### config.mk
export PLATFORM = sky130hd
export DESIGN_NAME = imem_loader_ctrl
export DESIGN_NICKNAME = d
export VERILOG_FILES = /design/src/rtl/imem_loader_ctrl_pkg.sv /design/src/rtl/imem_loader_ctrl.sv
export SDC_FILE = /design/constraint.sdc
export NUM_CORES = 1
export LEC_CHECK = 0
export BUFFER_PORTS_ARGS = -buffer_cell sky130_fd_sc_hd__buf_2
export CORE_ASPECT_RATIO = 0.5
export CORE_MARGIN = 10
export CORE_UTILIZATION = 30
export CTS_CLUSTER_DIAMETER = 150
export CTS_CLUSTER_SIZE = 14
export DETAILED_ROUTE_END_ITERATION = 10
export SETUP_SLACK_MARGIN = 0.15
export SYNTH_ARGS = -nofsm -noshare
export SYNTH_HDL_FRONTEND = slang
export SYNTH_SLANG_ARGS = --single-unit
### constraint.sdc
create_clock -name clk -period 1.82 [get_ports clk]
set_clock_uncertainty 0.05 [all_clocks]
set_input_delay 0.091 -clock clk [delete_from_list [all_inputs] [get_ports clk]]
set_output_delay 0.091 -clock clk [all_outputs]
set_load 0.01 [all_outputs]
### src/rtl/imem_loader_ctrl_pkg.sv
// imem_loader_ctrl_pkg: shared core definitions for the instruction-memory loader.
//   BUNDLE_W - width of one instruction-memory bundle (two 32-bit words)
//   NOP      - instruction word used to pad an odd-length program
//   state_t  - loader controller states
package imem_loader_ctrl_pkg;
    localparam int BUNDLE_W = 64;
    localparam logic [31:0] NOP = {3'b111, 29'b0};
    typedef enum logic [1:0] {S_LOAD, S_FLUSH, S_RUN} state_t;
endpackage

### src/rtl/imem_loader_ctrl.sv
// imem_loader_ctrl: packs a 32-bit loader word stream into 64-bit instruction-memory
// bundles, then releases the core from reset after a short BRAM flush.
//   clk, rstn              - clock, synchronous active-low reset
//   ld_valid/ld_data/ld_last/ld_ready - loader word stream (handshake)
//   reload                 - single-cycle request to re-enter load mode
//   fetch_addr             - bundle index requested by fetch while running
//   mem_addr/mem_we/mem_din - BRAM byte address, write enable, write data
//   core_rstn              - active-low reset to fetch and the pipeline
//   overflow               - sticky: program reached the memory depth
//   bundle_count           - bundles written in the last load (saturating)
import imem_loader_ctrl_pkg::*;

module imem_loader_ctrl #(
    parameter int DEPTH_LOG2 = 13
) (
    input  logic                  clk,
    input  logic                  rstn,
    input  logic                  ld_valid,
    input  logic [31:0]           ld_data,
    input  logic                  ld_last,
    output logic                  ld_ready,
    input  logic                  reload,
    input  logic [31:0]           fetch_addr,
    output logic [31:0]           mem_addr,
    output logic                  mem_we,
    output logic [BUNDLE_W-1:0]   mem_din,
    output logic                  core_rstn,
    output logic                  overflow,
    output logic [DEPTH_LOG2:0]   bundle_count
);
    state_t              r_state, w_next;
    logic [DEPTH_LOG2:0] r_wptr;
    logic [31:0]         r_hold;
    logic [31:0]         w_idx;
    logic                r_half, r_overflow, r_flush;
    logic                w_load, w_accept, w_write, w_full;

    always_comb begin
        w_load       = rstn && r_state == S_LOAD;
        w_full       = r_wptr[DEPTH_LOG2];
        ld_ready     = w_load && !reload;
        w_accept     = ld_ready && ld_valid;
        // Once full, the loader keeps draining but nothing more is written.
        w_write      = w_accept && (r_half || ld_last) && !w_full;
        mem_we       = w_write;
        mem_din      = !w_write ? '0 : r_half ? {r_hold, ld_data} : {ld_data, NOP};
        w_idx        = !rstn ? 32'd0 : r_state == S_LOAD ? 32'(r_wptr) :
                       r_state == S_RUN ? fetch_addr : 32'd0;
        mem_addr     = w_idx << 3;
        core_rstn    = rstn && r_state == S_RUN;
        overflow     = r_overflow;
        bundle_count = r_wptr;
        w_next       = r_state;
        if (reload)
            w_next = S_LOAD;
        else if (r_state == S_LOAD && w_accept && ld_last)
            w_next = S_FLUSH;
        else if (r_state == S_FLUSH && r_flush)
            w_next = S_RUN;
    end

    always_ff @(posedge clk) begin
        if (!rstn) begin
            r_state    <= S_LOAD;
            r_wptr     <= '0;
            r_hold     <= '0;
            r_half     <= 1'b0;
            r_overflow <= 1'b0;
            r_flush    <= 1'b0;
        end else begin
            r_state <= w_next;
            if (reload) begin
                r_wptr     <= '0;
                r_half     <= 1'b0;
                r_overflow <= 1'b0;
                r_flush    <= 1'b0;
            end else begin
                if (w_accept && !r_half)
                    r_hold <= ld_data;
                if (w_accept)
                    r_half <= !r_half && !ld_last;
                if (w_write)
                    r_wptr <= r_wptr + 1'b1;
                // Set on the write that brings the pointer to the full depth.
                if (w_write && &r_wptr[DEPTH_LOG2-1:0])
                    r_overflow <= 1'b1;
                // Second FLUSH cycle is marked so FLUSH lasts exactly two cycles.
                r_flush <= r_state == S_FLUSH && !r_flush;
            end
        end
    end
endmodule
After elaboration in Yosys (flattened, before gate mapping)
Cells that the tools add are included.
- flip-flop bits (word level): 51
- output and inout port bits: 114
- word-level logic and storage cells: 44
- add/subtract/negate cells: 1
- equal/unequal tests: 2
- mux-type cells: 7
- bitwise gates (word level): 2
- reduce and logical (&&, ||, !) cells: 25
- operators with widths (cell ; count):
    2-to-1 mux 64 bit ; 2
    2-to-1 mux 29 bit ; 3
    adder 14 x 1 -> 14 bit, second input constant ; 1
    logical AND 1 bit ; 13
    AND reduction 13 bit ; 1
    logical NOT 1 bit ; 5
    OR reduction 3 bit ; 1
    equality test 2 x 1 -> 1 bit, second input constant ; 1
    equality test 2 bit, second input constant ; 1
    logical NOT 2 bit ; 1
    2-to-1 mux 1 bit ; 2
    NOT 1 bit ; 2
    AND reduction 2 bit ; 1
    nonzero test 2 bit ; 1
    OR reduction 2 bit ; 1
    logical OR 1 bit ; 1

Logic depth before layout (Yosys ltp)
- word-level depth: 7
- mapped depth: 7

Worst setup path before layout
No wires, ideal clock.
- path type: reg2out
- from: register r_state[0]
- to: output mem_din[19]
- arrival: 1.829 ns
- setup slack: -0.150 ns
- cell stages (with the launch flop): 7
- path buffers: 2
- cell sequence: dfxtp_1 nor4b_4 nand2_1 nor3b_1 clkbuf_2 clkbuf_2 and2_2
- longest elaborated chain between the ends: 7
- ends and longest elaborated chain (element ; line ; RTL):
    start: declaration ; imem_loader_ctrl.sv:31 ; state_t r_state, w_next;
    start signal: assignment ; imem_loader_ctrl.sv:71 ; r_state <= w_next;
    logical NOT 2 bit ; imem_loader_ctrl.sv:39 ; w_load = rstn && r_state == S_LOAD;
    logical AND 1 bit ; imem_loader_ctrl.sv:39 ;
    logical AND 1 bit ; imem_loader_ctrl.sv:41 ; ld_ready = w_load && !reload;
    via ld_ready ; imem_loader_ctrl.sv:21 ; output logic ld_ready,
    logical AND 1 bit ; imem_loader_ctrl.sv:42 ; w_accept = ld_ready && ld_valid;
    logical AND 1 bit (2 in series) ; imem_loader_ctrl.sv:44 ; w_write = w_accept && (r_half || ld_last) && !w_full;
    2-to-1 mux 64 bit ; imem_loader_ctrl.sv:46 ; mem_din = !w_write ? '0 : r_half ? {r_hold, ld_data} : {ld_data, NOP};
    end: declaration ; imem_loader_ctrl.sv:26 ; output logic [BUNDLE_W-1:0] mem_din,
The timed path passes the listed nets, and every way through them passes these cells.

Final worst setup path
- from: register r_state[1]
- to: output mem_din[19]
- longest elaborated chain between the ends: 7
- ends and longest elaborated chain (element ; line):
    logical NOT 2 bit ; imem_loader_ctrl.sv:39
    logical AND 1 bit ; imem_loader_ctrl.sv:39
    logical AND 1 bit ; imem_loader_ctrl.sv:41
    logical AND 1 bit ; imem_loader_ctrl.sv:42
    logical AND 1 bit (2 in series) ; imem_loader_ctrl.sv:44
    2-to-1 mux 64 bit ; imem_loader_ctrl.sv:46
Every way passes these cells.

==> out/results.tsv <==
metric	value	unit
fraction of layout cells with a size suffix above 1	46.0	%
worst hold path type	primary input to flip-flop	
Setup TNS Final	-3.08	ns
Max Clk Rate	527	MHz
Pleak	2.14	nW
post-synthesis cell area	0.00304	sq mm
final worst-path cycle share	104	%
Die X	162	um
Fin. Hold Viols	1	
Antenna Cells	0	
TritonCTS Buffers	5	
Syn Area/Cell	7.95	sq um
setup slack after layout	-0.0774	ns
CTS tree	yes	
register bit total from synthesis	51	
CP Max Fanout	15	
gr ovfl total	0	
Final Max Tran Viols	0	
PwrDens	526	mW/mm^2
main combinational cell family by area after synthesis	simple AND/OR/NAND/NOR gates	
Peak supply drop	352	uV
Via density	4.58	
vias in the first global route	3184	
ANT nets after route	0	
I/O pin count	183	
critical path data arrival time	1.76	ns
CTS Sinks	51	
final setup vio count	64	
global-route wire length before repair	16100	um
CP Capture Type	output port	
# DRC	0	
critical path class	flip-flop to output port	
DRT iter0 DRCs	162	
DR WL/cell	15.5	um
Die Span Y	91.1	um
CP max-delay cell	dfxtp_2	
synth top area cells	dfxtp_1 34%, mux2i_1 11%, nand2_1 8.8%, a21boi_0 7.9%, and2_1 5.4%	
post-synthesis xor/xnor area fraction	0.865	%
Placement Setup Slack	0.0804	ns
CP required	1.68	ns
CTS max path bufs	2	
Ys Warns	0	
hold_ws	-0.00145	ns
clk root buf	clkbuf_16	
relative slew slack	64.9	%
Cell Area, Placed	0.00420	sq mm
critical path startpoint category	flip-flop	
Core Rows	25	
Layout Nets	635	
status	finished, violations left	
clk_lat worst skew	0.29	ns
core area	0.00967	sq mm
FILL cells	960	
Seq/Total Area, Yosys	33.6	%
TritonRoute pass-1 iters	4	
Max Cap Violations	0	
final instance area	0.00461	sq mm
Gate Count Post-Synth	382	
die area	0.0148	sq mm
H-tree Lvls	2	
final WL	10800	um
Period minus WS final	1.90	ns
Netlist cell types	43	
post-synth top area cell	dfxtp_1	
Synth top area share	33.6	%
RSZ-0062 raised after global routing	true	
post-synthesis simple-gate area fraction	31.0	%
Initial Utilization	31.4	%
Area growth syn-to-layout	51.8	%
post-synthesis mux area share	10.5	%
Compound-Gate Fraction of Synth Area	17.9	%
post-synthesis adder-cell area fraction	0.412	%
initial antenna violation count	0	
CP max stage delay	0.35	ns
Slew @ Worst Pin	0.525	ns
violated checks	negative hold slack, negative setup slack	
CP Cell Sequence	nor4b_4, nand2_2, nor3b_4, buf_6, and2_2, buf_2	
Final GP Congestion	0.765	
Global Route Usage Sum	12.9	%
DR vias	3205	
Worst-path clk slew	0.07	ns
Final HPWL DP	7780	um
largest net degree at the start of global routing	41	
Buffers on Ports	176	
-- registers in the layout, indices dropped and copies added, names as in the netlist --
name          count
r_state           2
r_half            1
overflow          1
r_flush           1
r_hold           32
bundle_count     14
-- critical path: cells and delay by family (launching register included) --
kind,cells,cell delay (ns)
buffers and inverters,2,0.30
DFF,1,0.35
and+or+nand+nor,4,0.81
-- per-stage QoR --
step                instances  total power, W  util (%)  hold WS [ns]
floorplan                 384         0.00134         -         0.186
global placement          685         0.00147      43.5         0.313
detailed placement        685         0.00147      43.5         0.318
CTS                       692         0.00242      45.2       0.00533
global route              700         0.00254      47.7        0.0112
finish                    700         0.00242      47.7      -0.00145
-- report_power, final --
group	total, W	switching [W]	internal [W]
Clock	0.000935	0.000398	0.000537
Combinational	0.000336	0.000179	0.000158
Sequential	0.00115	0.0000119	0.00114
-- per-layer routing --
| metal | wire [um] | GRT usage (%) | vias up |
|---|---|---|---|
| li1 | - | - | 1658 |
| met5 | 0 | 0 | - |
| met1 | 4500 | 13.9 | 1482 |
| met2 | 5720 | 24.5 | 60 |
| met3 | 550 | 3.96 | 5 |
| met4 | 64 | 2.48 | 0 |
-- worst paths after layout --
check	start	end	slack (ns)	cells after the start
setup / recovery	r_state[1]	mem_din[19]	-0.08	6
hold / removal	ld_data[21]	r_hold[21]	-0.001	3
setup reg to reg	r_state[1]	bundle_count[11]	0.03	6
hold reg to reg	r_flush	r_flush	0.40	1
-- final cells by class --
type	instances	area, sq um	area share (%)
Clock buffer	6	139	3.01
Inverter	7	28.8	0.624
Sequential cell	51	1020	22.2
Timing Repair Buffer	203	1240	26.9
Multi-Input combinational cell	297	2000	43.5
Tap cell	135	169	3.66
Clock inverter	1	5.00	0.109
-- cell usage in the layout, fill, tap and decap left out, types with 2 or more instances in the layout --
master     instances
and2_2            19
a21oi_1           10
clkbuf_16          9
a21boi_1          17
mux2i_1           32
nand4_1            3
buf_4             11
dfxtp_2            2
a21oi_2            3
nand2_1           70
o21ai_0            6
inv_1              6
a32o_1             2
o211ai_1           2
buf_2            175
dfxtp_1           49
o31ai_1            3
xnor2_1            2
nor2_1            26
nor2_4             9
buf_12             4
a22o_1            14
buf_6              9
nand4_4            2
a21boi_0          14
nand3_1            5
or3_1              5
and2_1            26
conb_1             3
nor2_2             2
-- logic make-up after synthesis --
group | after synthesis
AOI/OAI and AO/OA | 75
other | 1
and+or+nand+nor | 182
adders and majority gates | 1
muxes | 32
DFF | 51
xor gates and xnor gates | 3
buffers and inverters | 37
-- cells in the mapped netlist --
| cell | instances |
|---|---|
| nand3_2 | 1 |
| and4_1 | 1 |
| buf_4 | 7 |
| a32o_1 | 2 |
| dfxtp_1 | 51 |
| xnor2_1 | 2 |
| nor3b_1 | 2 |
| o21ai_0 | 6 |
| o41ai_1 | 1 |
| buf_1 | 5 |
| or4_1 | 1 |
| nor2_1 | 37 |
| and3_1 | 1 |
| o211ai_1 | 2 |
| and3b_2 | 1 |
| mux2i_1 | 32 |
| nand4_4 | 1 |
| nand3b_1 | 1 |
| ha_1 | 1 |
| nor2b_1 | 1 |
| inv_1 | 7 |
| nand4_2 | 1 |
| o31ai_1 | 3 |
| and2_1 | 26 |
| conb_1 | 1 |
| a22o_1 | 14 |
| nand4_1 | 3 |
| clkbuf_1 | 16 |
| nor3_1 | 1 |
| o21ba_2 | 1 |
| o311ai_0 | 1 |
| nor4b_1 | 1 |
| and2_2 | 19 |
| a21oi_1 | 13 |
| xor2_1 | 1 |
| or3_1 | 5 |
| nor4b_4 | 1 |
| nand2_1 | 71 |
| nand2b_1 | 1 |
| or3_2 | 1 |
| nand3_1 | 5 |
| clkbuf_2 | 2 |
| a21boi_0 | 32 |
-- timing repair --
item / CTS / global route
setup endpoints to repair: 72 / 137
pin swaps: 1 / 2
cloned: 0 / 6
setup buffers: 0 / 2
hold buffers: 0 / 0
resized for setup: 5 / 44
endpoints found under the hold margin: 0 / 0
No activity file was read; power rests on OpenSTA's default activity.
